`src/rtl/dmem_arbiter.sv`:
```
// Two-port data-memory arbiter: core load/store (port 0) and loader/debug master (port 1) share one dmem.
// Latency: request seen in IDLE at cycle T -> mem strobe at T+1 -> ack/rdata at T+2; one access per 3 cycles.
// Backpressure: requesters hold req until their one-cycle ack; the loser simply waits, port 0 sees it as stall.
//
// Ports:
//   clk, reset              rising-edge clock, synchronous active-high reset
//   pN_req/we/addr/wdata    request from port N (held stable until pN_ack)
//   pN_rdata/ack/err        completion pulse, read data and out-of-range flag for port N
//   mem_en/we/addr/wdata    memory strobe side; mem_rdata returns one cycle after a read strobe
//   stall                   core PC hold (p0_req & ~p0_ack)
//   busy                    FSM not idle
//   gnt_cnt0/1              completed-transaction counters (wrap), errors included
//
// Optional build macro DMEM_ARB_FIXED_PRIO_EN: when defined, port 0 always wins a tie (port 1 may
// starve); when undefined, ties alternate round-robin with port 0 winning the first tie after reset.

module dmem_arbiter #(
    parameter logic [31:0] ADDR_LIMIT = 32'h0000_0400,
    parameter int          CNT_W      = 16
) (
    input  logic             clk,
    input  logic             reset,

    input  logic             p0_req,
    input  logic             p0_we,
    input  logic [31:0]      p0_addr,
    input  logic [31:0]      p0_wdata,
    output logic [31:0]      p0_rdata,
    output logic             p0_ack,
    output logic             p0_err,

    input  logic             p1_req,
    input  logic             p1_we,
    input  logic [31:0]      p1_addr,
    input  logic [31:0]      p1_wdata,
    output logic [31:0]      p1_rdata,
    output logic             p1_ack,
    output logic             p1_err,

    output logic             mem_en,
    output logic             mem_we,
    output logic [31:0]      mem_addr,
    output logic [31:0]      mem_wdata,
    input  logic [31:0]      mem_rdata,

    output logic             stall,
    output logic             busy,
    output logic [CNT_W-1:0] gnt_cnt0,
    output logic [CNT_W-1:0] gnt_cnt1
);

    typedef enum logic [1:0] {
        IDLE  = 2'd0,
        ISSUE = 2'd1,
        RESP  = 2'd2
    } state_t;

    localparam logic [CNT_W-1:0] CNT_ONE = {{(CNT_W-1){1'b0}}, 1'b1};

    state_t      state;
    state_t      state_nxt;

    // Transaction latched at grant time; later input changes are ignored.
    logic        lat_port;
    logic        lat_we;
    logic [31:0] lat_addr;
    logic [31:0] lat_wdata;
    logic        err_pending;

    logic        pick_p1;
    logic        addr_ok;
    logic [31:0] resp_rdata;

`ifdef DMEM_ARB_FIXED_PRIO_EN
    // Port 0 has absolute priority.
    assign pick_p1 = p1_req & ~p0_req;
`else
    // Last winner; reset to 1 so port 0 takes the first tie.
    logic rr_last;

    // On a tie the port that did not win last time goes next.
    assign pick_p1 = p1_req & (~p0_req | ~rr_last);
`endif

    assign addr_ok = (lat_addr < ADDR_LIMIT);

    // State register and datapath latches.
    always_ff @(posedge clk) begin
        if (reset) begin
            state       <= IDLE;
            lat_port    <= 1'b0;
            lat_we      <= 1'b0;
            lat_addr    <= 32'd0;
            lat_wdata   <= 32'd0;
            err_pending <= 1'b0;
            gnt_cnt0    <= '0;
            gnt_cnt1    <= '0;
`ifndef DMEM_ARB_FIXED_PRIO_EN
            rr_last     <= 1'b1;
`endif
        end else begin
            state <= state_nxt;
            case (state)
                IDLE: begin
                    if (p0_req || p1_req) begin
                        lat_port  <= pick_p1;
                        lat_we    <= pick_p1 ? p1_we    : p0_we;
                        lat_addr  <= pick_p1 ? p1_addr  : p0_addr;
                        lat_wdata <= pick_p1 ? p1_wdata : p0_wdata;
`ifndef DMEM_ARB_FIXED_PRIO_EN
                        rr_last   <= pick_p1;
`endif
                    end
                end
                ISSUE: begin
                    err_pending <= ~addr_ok;
                end
                RESP: begin
                    if (lat_port) begin
                        gnt_cnt1 <= gnt_cnt1 + CNT_ONE;
                    end else begin
                        gnt_cnt0 <= gnt_cnt0 + CNT_ONE;
                    end
                end
                default: begin
                end
            endcase
        end
    end

    // Next state and outputs.
    always_comb begin
        state_nxt  = state;
        mem_en     = 1'b0;
        mem_we     = 1'b0;
        mem_addr   = 32'd0;
        mem_wdata  = 32'd0;
        p0_ack     = 1'b0;
        p0_err     = 1'b0;
        p0_rdata   = 32'd0;
        p1_ack     = 1'b0;
        p1_err     = 1'b0;
        p1_rdata   = 32'd0;
        resp_rdata = 32'd0;

        case (state)
            IDLE: begin
                if (p0_req || p1_req) begin
                    state_nxt = ISSUE;
                end
            end
            ISSUE: begin
                // Out-of-range accesses never reach memory.
                if (addr_ok) begin
                    mem_en    = 1'b1;
                    mem_we    = lat_we;
                    mem_addr  = lat_addr;
                    mem_wdata = lat_wdata;
                end
                state_nxt = RESP;
            end
            RESP: begin
                // mem_rdata may still hold an older read; only pass it for a legal read.
                if (!lat_we && !err_pending) begin
                    resp_rdata = mem_rdata;
                end
                if (lat_port) begin
                    p1_ack   = 1'b1;
                    p1_err   = err_pending;
                    p1_rdata = resp_rdata;
                end else begin
                    p0_ack   = 1'b1;
                    p0_err   = err_pending;
                    p0_rdata = resp_rdata;
                end
                state_nxt = IDLE;
            end
            default: begin
                state_nxt = IDLE;
            end
        endcase
    end

    assign stall = p0_req & ~p0_ack;
    assign busy  = (state != IDLE);

endmodule
```
`config.mk`:
```
export PLATFORM = sky130hd
export DESIGN_NAME = dmem_arbiter
export DESIGN_NICKNAME = d
export VERILOG_FILES = /design/src/rtl/dmem_arbiter.sv
export SDC_FILE = /design/constraint.sdc
export NUM_CORES = 1
export LEC_CHECK = 0
export BUFFER_PORTS_ARGS = -buffer_cell sky130_fd_sc_hd__buf_2
export CAP_MARGIN = 25
export CELL_PAD_IN_SITES_DETAIL_PLACEMENT = 1
export CELL_PAD_IN_SITES_GLOBAL_PLACEMENT = 2
export CORE_ASPECT_RATIO = 0.7
export CORE_UTILIZATION = 25
export CTS_CLUSTER_DIAMETER = 120
export DETAILED_ROUTE_END_ITERATION = 8
export HOLD_SLACK_MARGIN = 0.1
export PLACE_DENSITY_LB_ADDON = 0.1
export SYNTH_ARGS = -nofsm -noshare
export SYNTH_HDL_FRONTEND = slang
export SYNTH_SLANG_ARGS = --single-unit
```
`constraint.sdc`:
```
create_clock -name clk -period 2.6 [get_ports clk]
set_input_delay 0.52 -clock clk [delete_from_list [all_inputs] [get_ports clk]]
set_output_delay 0.52 -clock clk [all_outputs]
set_load 0.02 [all_outputs]
```
# Word-level counts from Yosys, hierarchy flattened
# Cells that the tools add are included.
[op_classes]
n_lt_le_gt_ge = 1
muxes = 26
bitwise_logic = 8
eq_ne = 3
n_reduce_logical = 9
n_addsub = 2
[op_table]
columns = ["cell", "n"]
rows = [
  ["32-bit two-way mux", 11],
  ["16-bit by 1-bit adder with 16-bit output, second input constant", 2],
  ["32-bit by 11-bit less-than comparator with 1-bit output, second input constant", 1],
  ["1-bit two-way mux", 13],
  ["2-bit AND reduction", 3],
  ["1-bit NOT", 5],
  ["2-bit case mux with 2 select lines", 1],
  ["1-bit AND", 2],
  ["2-bit by 1-bit == test with 1-bit output, second input constant", 1],
  ["2-bit == test, second input constant", 1],
  ["1-bit logical NOT", 2],
  ["2-bit logical NOT", 1],
  ["2-bit two-way mux", 1],
  ["2-bit inequality test, second input constant", 1],
  ["2-bit nonzero test", 1],
  ["1-bit logical AND", 1],
  ["1-bit logical OR", 1],
  ["1-bit bitwise OR", 1],
]
[totals]
regBits = 102
elab_cells = 58
output_inout_bits = 168
in_bits = 166

# Logic depth before layout (Yosys ltp)
# Gate-level depths: netlist (run 1).
[logic_depth]
ltp_word = 5
depth_mapped = 6
depth_no_buf = 5

# Least setup slack after synthesis (run 1)
# No wires, ideal clock.
[synth_timing]
kind = "reg2out"
startpoint = "register lat_addr[17]"
endpoint = "output port mem_addr[2]"
path_stages_with_launch = 5
arrival_time_ns = 1.575
t_required_ns = 2.080
slack_ns = 0.505
path_cell_list = "dfxtp_1 -> or4_4 -> nor3_4 -> buf_6 -> and2_1"
[synth_between]
elab_chain_cells = 3
[synth_rtl]
columns = ["item", "line", "text"]
rows = [
  ["start, declared", "66", "logic [31:0] lat_addr;"],
  ["start signal, assigned", "108", "lat_addr <= pick_p1 ? p1_addr : p0_addr;"],
  ["32-bit by 11-bit less-than comparator with 1-bit output", "85", "assign addr_ok = (lat_addr < ADDR_LIMIT);"],
  ["32-bit two-way mux", "154", "if (addr_ok) begin"],
  ["32-bit two-way mux", "146", "case (state)"],
  ["end, declared", "42", "output logic [31:0] mem_addr,"],
]
# Every way passes these cells.

# Worst setup path in the final report (run 1)
[layout_timing]
startpoint = "register lat_addr[15]"
endpoint = "output port mem_wdata[28]"
[layout_between]
elab_chain_cells = 3
[layout_rtl]
columns = ["item", "line", "text"]
rows = [
  ["32-bit by 11-bit less-than comparator with 1-bit output", "85", ""],
  ["32-bit two-way mux", "154", ""],
  ["32-bit two-way mux", "146", ""],
  ["end, declared", "43", "output logic [31:0] mem_wdata,"],
]
# Every way passes these cells.

==> flow_metrics.tcl, run 1 <==
set metrics [dict create \
    status "finished clean" \
    port_buffers 311 \
    synthCells 624 \
    grt_max_degree 67 \
    clk_latency_ns 0.35 \
    crit_path_frequent_cell "buf_6" \
    synth_area_leaders "dfxtp_1, mux2i_1, a211oi_1" \
    layout-drive-gt1-share_pct 43.80 \
    worstSetupPathType "flop to output pin" \
    syn2layout_area_growth_pct 46.82 \
    startpoint_type "flop" \
    drc 0 \
    synth_seq_cells 102 \
    drv_cap 0 \
    grt_usage_pct 16.29 \
    fin_nets 1083 \
    hold_path.class "flop to flop" \
    rsz0062_at_grt "yes" \
    setup_ws_ns 0.02800 \
    synth_edf_count 0 \
    numCtsBuffers 9 \
    syn_area_sq_um 5456 \
    place_area_sq_um 7202 \
    yosysTopAreaCell "dfxtp_1" \
    path_buf_inv 3 \
    slew_headroom_pct 50.21 \
    fp-row-count 44 \
    fmax_ghz 0.3888 \
    dp_cells 1172 \
    crit_path_max_fanout 11 \
    fin_area_sq_um 8011 \
    ys.warnings.count 0 \
    ant_nets 0 \
    switching_share_pct 29.91 \
    dieArea_sq_um 22430 \
    setup_viol 0 \
    core_sq_um 21090 \
    comb_power_share_pct 19.0 \
    cts_tree "built" \
    powerDensity_nw_per_um2 480.5 \
    yosysMostFrequentCell "dfxtp_1" \
    p_int_w 0.002698 \
    start_util_pct 25.88 \
    postCtsHoldBufs 0 \
    worstPathCellList "nor4_4 -> nand4_1 -> nor3_4 -> buf_6 -> clkbuf_16 -> and2_1 -> buf_6" \
    wire_per_inst_um 16.58 \
    fin_crit_ns 2.572 \
    yosys.area.top_type_share_pct 37.42 \
    cp_slowest_cell "dfxtp_2" \
    leakagePower_nw 4.044 \
    die_x_um 178.6 \
    worstPathArrival_ns 2.05 \
    holdWs_ns 0.5003 \
    async_flop_share_pct 0 \
    timing.critical_path.max_delay_family "simple AND/OR/NAND/NOR gates" \
    gp_congestion 0.7453 \
    path_clk_slew_ns 0.07 \
    grt_pass1_wl_mm 28.92 \
    drv_slew 0 \
    fill_cells 2560 \
    diodes 0 \
    clock_power_share_pct 34.7 \
    required_ns 2.08 \
    synth_cell_types 43 \
    period_share_pct 98.92 \
    num_vias 5605 \
    die_height_um 125.6 \
    grt_pass1_vias 5543 \
    ir_worst_vdd_v 0.0002915 \
    dp_slack_ns 0.2961 \
    cts_max_path_buffers 2 \
    grt.overflow.total 0 \
    dp_hpwl_mm 14.69 \
    viasPerCell 4.686 \
    drt-total-wl_mm 19.83 \
    synth.yosys.seq_area_share_pct 37.42 \
    slowest_delay_ns 0.34 \
    seqPwrFrac_pct 46.3 \
    stdcell_count 1196 \
    antenna_found_initial 0 \
    root_buffer "clkbuf_16" \
    htree_levels 3 \
    end_kind "output pin" \
    drt_iter0_drc 183 \
    postSynthAreaPerCell_sq_um 8.744 \
    final-hold-violation-count 0 \
    tightest_slew_ns 0.7469 \
    dr.pass1.iters 4 \
    p_switching_w 0.001151 \
    cts_num_sinks 102 \
    skew_ns 0.009207 \
    synthTopCellsByCount "dfxtp_1, nor2_1, and3_1" \
    synthFlopType "dfxtp_1" \
    pin_count 334 \
]
==> per-layer routing <==
metal,part of all wire (%),GRT usage (%)
met5,0,0
met3,5.2,3.376
met2,49,28.77
met1,45,20.06
met4,1.1,3.789
==> cells in the final DEF (no fill, tap or decap), types with 9 or more instances in the layout <==
| cell | instances |
|---|---|
| nand3_1 | 10 |
| buf_6 | 43 |
| xor2_1 | 14 |
| nand4_1 | 9 |
| and3_1 | 68 |
| and2_1 | 10 |
| buf_4 | 12 |
| clkbuf_16 | 12 |
| mux2i_1 | 67 |
| nor2_1 | 90 |
| a21oi_1 | 12 |
| dfxtp_1 | 100 |
| buf_2 | 267 |
| conb_1 | 22 |
| and2_4 | 35 |
| a211oi_1 | 66 |
==> kinds of logic (layout without fill, tap and decap cells) <==
family,count (synthesis),after routing,synth area share (%)
AO/OA/AOI/OAI,94,94,12.08
multiplexers,68,68,12.50
AND/OR/NAND/NOR,261,261,26.44
adder cells (fa/ha/maj),2,2,0.4585
flip-flops,102,102,37.42
XOR/XNOR,18,18,2.889
other,1,22,0.06873
buffers and inverters,78,353,8.140
==> cell type report <==
type / count / area, sq um / share of cell area [%]
repair buffers: 332 / 2116 / 26.41
inverters: 5 / 18.77 / 0.2343
well taps: 276 / 345.3 / 4.310
clock inverters: 6 / 51.30 / 0.6403
multi-input cells: 465 / 3197 / 39.90
flip-flops and latches: 102 / 2044 / 25.52
clock buffers: 10 / 239.0 / 2.983
==> worst reg2reg max path, delay by kind of cell (launching register included) <==
| family | cells | cell delay [ns] |
|---|---|---|
| compound gates | 2 | 0.74 |
| simple gates | 2 | 0.50 |
| flops | 1 | 0.34 |
| buf+inv | 1 | 0.33 |
==> flip-flops by register name, summed over array words and instances, names as in the netlist <==
signal,flops
err_pending,1
gnt_cnt0,16
gnt_cnt1,16
lat_addr,32
lat_port,1
lat_wdata,32
lat_we,1
rr_last,1
state,2
==> timing repair <==
action | 4_1_cts | 5_1_grt
gates cloned | 0 | 5
setup buffers | 0 | 3
pin swaps | 2 | 16
endpoints found under the setup margin | 43 | 43
gates resized for setup | 8 | 122
==> metrics by stage <==
step | TNS, ns | util [%] | power [W]
after floorplan | 0 | - | 0.002264
after global placement | 0 | 34.16 | 0.002510
after detailed placement | 0 | 34.16 | 0.002537
after CTS | 0 | 35.66 | 0.003899
after global routing | -1.885 | 38.00 | 0.004054
final | 0 | 38.00 | 0.003850
==> power by group through the flow <==
| stage | clock network, W | registers [W] | logic, W |
|---|---|---|---|
| 5_1_grt | 0.00144 | 0.00180 | 0.000817 |
| 6_report | 0.00134 | 0.00178 | 0.000733 |
| 4_1_cts | 0.00139 | 0.00177 | 0.000736 |
| 2_1_floorplan | 0 | 0.00177 | 0.000494 |
| 3_3_place_gp | 0 | 0.00181 | 0.000704 |
| 3_5_place_dp | 0 | 0.00180 | 0.000733 |
==> path summary, 6_finish.rpt <==
| kind | start | end | slack, ns | cells after the start |
|---|---|---|---|---|
| max | lat_addr[15]$_SDFFE_PP0P_ | mem_wdata[28] | 0.03 | 7 |
| min | lat_wdata[15]$_SDFFE_PP0P_ | lat_wdata[15]$_SDFFE_PP0P_ | 0.50 | 2 |
| max reg2reg | state[1]$_SDFFE_PP0P_ | lat_wdata[12]$_SDFFE_PP0P_ | 0.61 | 5 |
| min reg2reg | lat_wdata[15]$_SDFFE_PP0P_ | lat_wdata[15]$_SDFFE_PP0P_ | 0.50 | 2 |
(Power assumes the default switching activity.)
==> run 2: changes to the inputs <==
--- a/config.mk
+++ b/config.mk
@@ -8,10 +8,11 @@
 export BUFFER_PORTS_ARGS = -buffer_cell sky130_fd_sc_hd__buf_2
 export CAP_MARGIN = 25
 export CELL_PAD_IN_SITES_DETAIL_PLACEMENT = 1
-export CELL_PAD_IN_SITES_GLOBAL_PLACEMENT = 2
+export CELL_PAD_IN_SITES_GLOBAL_PLACEMENT = 1
 export CORE_ASPECT_RATIO = 0.7
-export CORE_UTILIZATION = 25
+export CORE_UTILIZATION = 29
 export CTS_CLUSTER_DIAMETER = 120
+export CTS_CLUSTER_SIZE = 40
 export DETAILED_ROUTE_END_ITERATION = 8
 export HOLD_SLACK_MARGIN = 0.1
 export PLACE_DENSITY_LB_ADDON = 0.1
==> flow_metrics.tcl, run 2 (same netlist as run 1, synthesis figures left out) <==
set metrics [dict create \
    fmax_ghz 0.3983 \
    final_common_cell "buf_2" \
    crit_path_max_fanout 44 \
    required_ns 2.08 \
    powerDensity_nw_per_um2 505.4 \
    ant_nets 0 \
    cts_num_sinks 102 \
    htree_levels 3 \
    dp_hpwl_mm 13.98 \
    root_buffer "clkbuf_16" \
    seqPwrFrac_pct 46.5 \
    cts_max_path_buffers 2 \
    cts_tree "built" \
    die_height_um 116.8 \
    hold_path.class "flop to flop" \
    pin_count 334 \
    rsz0062_at_grt "yes" \
    path_clk_slew_ns 0.07 \
    leakagePower_nw 3.886 \
    worstPathCellList "or4_4 -> nor3_4 -> buf_12 -> and2_1 -> buf_4" \
    utilization_pct 41.40 \
    drv_slew 0 \
    cp_slowest_cell "or4_4" \
    numCtsBuffers 9 \
    clk_latency_ns 0.35 \
    end_kind "output pin" \
    core_sq_um 18210 \
    dieArea_sq_um 19380 \
    layout-drive-gt1-share_pct 39.49 \
    startpoint_type "flop" \
    dr.pass1.iters 6 \
    wire_per_inst_um 16.03 \
    worstSetupPathType "flop to output pin" \
    status "complete, but fails checks" \
    gp_congestion 0.7807 \
    final-hold-violation-count 0 \
    grt_pass1_wl_mm 27.63 \
    finalSetupTns_ns 0 \
    drv_cap 0 \
    fin_nets 1072 \
    ir_worst_vdd_v 0.0003045 \
    worstPathArrival_ns 1.99 \
    fp-row-count 41 \
    port_buffers 311 \
    comb_power_share_pct 18.8 \
    grt_max_degree 131 \
    drt_iter0_drc 283 \
    viasPerCell 4.779 \
    antenna_found_initial 0 \
    grt_pass1_vias 5227 \
    slowest_delay_ns 0.55 \
    drt-total-wl_mm 18.39 \
    setup_viol 0 \
    p_switching_w 0.001125 \
    grt_usage_pct 18.00 \
    switching_share_pct 29.52 \
    final_cell_mix "buf_2, dfxtp_1, nor2_1" \
    slew_headroom_pct 60.24 \
    postCtsSetupBuffers 0 \
    num_vias 5481 \
    p_int_w 0.002685 \
    clock_power_share_pct 34.7 \
    start_util_pct 29.96 \
    die_x_um 166.0 \
    skew_ns 0.01426 \
    grt.overflow.total 0 \
    drc 34 \
    tightest_slew_ns 0.5964 \
    reg.largest.list "lat_addr (32), lat_wdata (32)" \
    violations "design-rule violations" \
    syn2layout_area_growth_pct 38.18 \
    period_share_pct 96.57 \
    fin_crit_ns 2.511 \
]
[run 2: cell types whose count changed in the layout (fill, tap and decap cells not counted), sizes merged]
cell    change
buf         -8
clkbuf      -3
diode       +2
[run 2: final timing paths]
check | cells after the start | slack, ns | start | end
max | 5 | 0.09 | lat_addr[17]$_SDFFE_PP0P_ | mem_wdata[30]
min | 2 | 0.50 | lat_wdata[17]$_SDFFE_PP0P_ | lat_wdata[17]$_SDFFE_PP0P_
max reg2reg | 5 | 0.61 | state[1]$_SDFFE_PP0P_ | gnt_cnt0[15]$_SDFFE_PP0P_
min reg2reg | 2 | 0.50 | lat_wdata[17]$_SDFFE_PP0P_ | lat_wdata[17]$_SDFFE_PP0P_
[run 2: cell type report]
type / instances / area (sq um)
diodes: 2 / 5.005
clock buffers: 10 / 239.0
clock inverters: 6 / 48.80
fillers: 2254 / 10670
inverters: 5 / 18.77
multi-input cells: 465 / 3123
flip-flops and latches: 102 / 2046
well taps: 236 / 295.3
repair buffers: 321 / 1764
[run 2: metal layers]
layer	track usage [%]	part of all wire, %	vias up
met5	0	0	-
met1	22.04	44	2548
met4	4.798	1.1	0
met3	3.694	4.7	15
met2	32.43	50	175
li1	-	-	2743
[run 2: timing repair]
item | CTS | global route
pin swaps | 0 | 1
hold buffers | 0 | 0
hold endpoints to repair | 0 | 0
resized for setup | 2 | 45
cloned | 0 | 0
endpoints found under the setup margin | 22 | 43
[run 2: metrics by stage]
step / cell area, sq um / cells / setup WS (ns) / hold slack (ns) / total power [W]
floorplan: 5535 / 645 / 0.5047 / 0.4487 / 0.002264
global placement: 7104 / 1129 / 0.3987 / 0.4747 / 0.002493
detailed placement: 7104 / 1129 / 0.3636 / 0.4910 / 0.002517
CTS: 7400 / 1145 / 0.01718 / 0.4922 / 0.003858
global route: 7535 / 1145 / -0.01061 / 0.5123 / 0.004024
finish: 7540 / 1147 / 0.08914 / 0.4978 / 0.003810
[run 2: power by group through the flow]
stage          logic (W)  clock network (W)  registers, W
6_report        0.000718            0.00132       0.00177
5_1_grt         0.000799            0.00144       0.00179
4_1_cts         0.000720            0.00137       0.00177
3_5_place_dp    0.000717                  0       0.00180
3_3_place_gp    0.000695                  0       0.00180
2_1_floorplan   0.000494                  0       0.00177
[run 2: critical path, delay by kind of cell (launching register included)]
family | cells | cell delay (ns)
buffers and inverters | 2 | 0.35
DFF | 1 | 0.31
and+or+nand+nor | 3 | 0.97
==> run 3: changes to the inputs <==
--- a/config.mk
+++ b/config.mk
@@ -16,6 +16,7 @@
 export DETAILED_ROUTE_END_ITERATION = 8
 export HOLD_SLACK_MARGIN = 0.1
 export PLACE_DENSITY_LB_ADDON = 0.1
+export RECOVER_POWER = 100
 export SYNTH_ARGS = -nofsm -noshare
 export SYNTH_HDL_FRONTEND = slang
 export SYNTH_SLANG_ARGS = --single-unit
==> flow_metrics.tcl, run 3 (same netlist as run 1, synthesis figures left out) <==
set metrics [dict create \
    endpoint "mem_wdata[30]" \
    path_clk_slew_ns 0.07 \
    grt_pass1_vias 5227 \
    fin_crit_ns 2.510 \
    dieArea_sq_um 19380 \
    critPathLaunch "lat_addr[17]$_SDFFE_PP0P_" \
    ir_worst_vdd_v 0.0002976 \
    core_sq_um 18210 \
    holdWs_ns 0.4978 \
    port_buffers 311 \
    worstSetupPathType "flop to output pin" \
    grt_pass1_wl_mm 27.63 \
    worstReg2RegEnd "lat_addr[12]$_SDFFE_PP0P_" \
    layout-drive-gt1-share_pct 28.16 \
    p_switching_w 0.001118 \
    dr.pass1.iters 6 \
    cts_num_sinks 102 \
    fmax_ghz 0.3984 \
    fin_nets 1072 \
    cts_max_path_buffers 2 \
    clock_power_share_pct 34.7 \
    fp-row-count 41 \
    drc 34 \
    cts_tree "built" \
    final_cell_mix "buf_2, clkbuf_1, dfxtp_1" \
    worstPathArrival_ns 1.99 \
    reg.largest.list "lat_addr (32), lat_wdata (32)" \
    end_kind "output pin" \
    die_height_um 116.8 \
    slew_headroom_pct 18.85 \
    gp_congestion 0.7807 \
    wire_per_inst_um 15.99 \
    drv_cap 0 \
    switching_share_pct 29.46 \
    drt_iter0_drc 250 \
    cp.depth 5 \
    slowest_delay_ns 0.55 \
    num_vias 5483 \
    htree_levels 3 \
    comb_power_share_pct 18.6 \
    status "complete, but fails checks" \
    fin_area_sq_um 7381 \
    fill_cells 2296 \
    utilization_pct 40.53 \
    final_common_cell "buf_2" \
    viasPerCell 4.780 \
    postCtsHoldBufs 0 \
    clk_latency_ns 0.35 \
    grt.overflow.total 0 \
    pin_count 334 \
    required_ns 2.08 \
    rsz0062_at_grt "yes" \
    regToRegStartpoint "state[1]$_SDFFE_PP0P_" \
    dp_hpwl_mm 13.98 \
    root_buffer "clkbuf_16" \
    timing.critical_path.max_delay_family "simple AND/OR/NAND/NOR gates" \
    setup_viol 0 \
    ant_nets 0 \
    drt-total-wl_mm 18.34 \
    drv_slew 0 \
    syn2layout_area_growth_pct 35.27 \
    path_buf_inv 2 \
    seqPwrFrac_pct 46.6 \
    p_int_w 0.002677 \
    tightest_slew_ns 1.217 \
    reg2reg_depth 5 \
    postCtsSetupBuffers 0 \
    die_x_um 166.0 \
    cp_slowest_cell "or4_4" \
    period_share_pct 96.55 \
    hold_path.class "flop to flop" \
    r2r_slack_ns 0.29 \
    antenna_found_initial 0 \
    final-hold-violation-count 0 \
    grt_usage_pct 18.00 \
    violations "design-rule violations" \
    grt_max_degree 131 \
    startpoint_type "flop" \
    worstPathCellList "or4_4 -> nor3_4 -> buf_12 -> and2_1 -> buf_4" \
    leakagePower_nw 3.441 \
    powerDensity_nw_per_um2 514.1 \
    place_area_sq_um 7104 \
    crit_path_max_fanout 44 \
    numCtsBuffers 9 \
    skew_ns 0.01188 \
    start_util_pct 29.96 \
]
-- run 3: cell count changes in the layout (fill, tap and decap cells not counted), moves of 2 or more --
cell	change
buf_2	-100
buf_4	-2
clkbuf_1	+100
clkbuf_2	+3
-- run 3: how the worst min path moves through the flow --
| stage | from | to | slack, ns | cells after the start |
|---|---|---|---|---|
| 3_5_place_dp | lat_addr[9]$_SDFFE_PP0P_ | lat_addr[9]$_SDFFE_PP0P_ | 0.49 | 2 |
| 5_1_grt | lat_addr[0]$_SDFFE_PP0P_ | lat_addr[0]$_SDFFE_PP0P_ | 0.51 | 2 |
| 3_3_place_gp | gnt_cnt1[14]$_SDFFE_PP0P_ | gnt_cnt1[14]$_SDFFE_PP0P_ | 0.47 | 2 |
| 4_1_cts | p0_wdata[4] | lat_wdata[4]$_SDFFE_PP0P_ | 0.49 | 3 |
| 2_1_floorplan | err_pending$_SDFFE_PP0P_ | err_pending$_SDFFE_PP0P_ | 0.45 | 2 |
| 6_report | lat_wdata[17]$_SDFFE_PP0P_ | lat_wdata[17]$_SDFFE_PP0P_ | 0.50 | 2 |
-- run 3: per-layer routing --
layer	global-route usage (%)	routed length, um	vias to the layer above
li1	-	-	2745
met5	0	0	-
met4	4.798	159	0
met1	22.04	8004	2556
met3	3.694	847	13
met2	32.43	9328	169
-- run 3: repair_timing --
action,in CTS,in global routing
hold endpoints to repair,0,0
resized for setup,2,45
setup endpoints to repair,22,43
pin swaps,0,1
-- run 3: per-stage QoR --
stage	total power, W	setup TNS [ns]	setup WS (ns)	std cells
2_1_floorplan	0.002264	0	0.5047	645
3_3_place_gp	0.002493	0	0.3987	1129
3_5_place_dp	0.002517	0	0.3636	1129
4_1_cts	0.003858	0	0.01718	1145
5_1_grt	0.004014	-0.05248	-0.01061	1145
6_report	0.003795	0	0.08979	1147
-- run 3: tightest hold or removal path: stages, from the launching register on --
cell      delay, ns
dfxtp_1        0.31
nor2_1         0.10
a211oi_1       0.05
-- run 3: power groups by stage --
stage	clock network (W)	registers, W	logic, W
3_5_place_dp	0	0.00180	0.000717
4_1_cts	0.00137	0.00177	0.000720
5_1_grt	0.00144	0.00179	0.000790
2_1_floorplan	0	0.00177	0.000494
6_report	0.00132	0.00177	0.000707
3_3_place_gp	0	0.00180	0.000695
-- run 3: area by class of cell --
type,instances,area [sq um],share of cell area (%)
multi-input combinational,465,3109,42.13
timing repair buffer,321,1619,21.94
clock buffer,10,239.0,3.238
inverter,5,18.77,0.2543
sequential,102,2046,27.72
tap,236,295.3,4.001
clock inverter,6,48.80,0.6611
antenna,2,5.005,0.06781
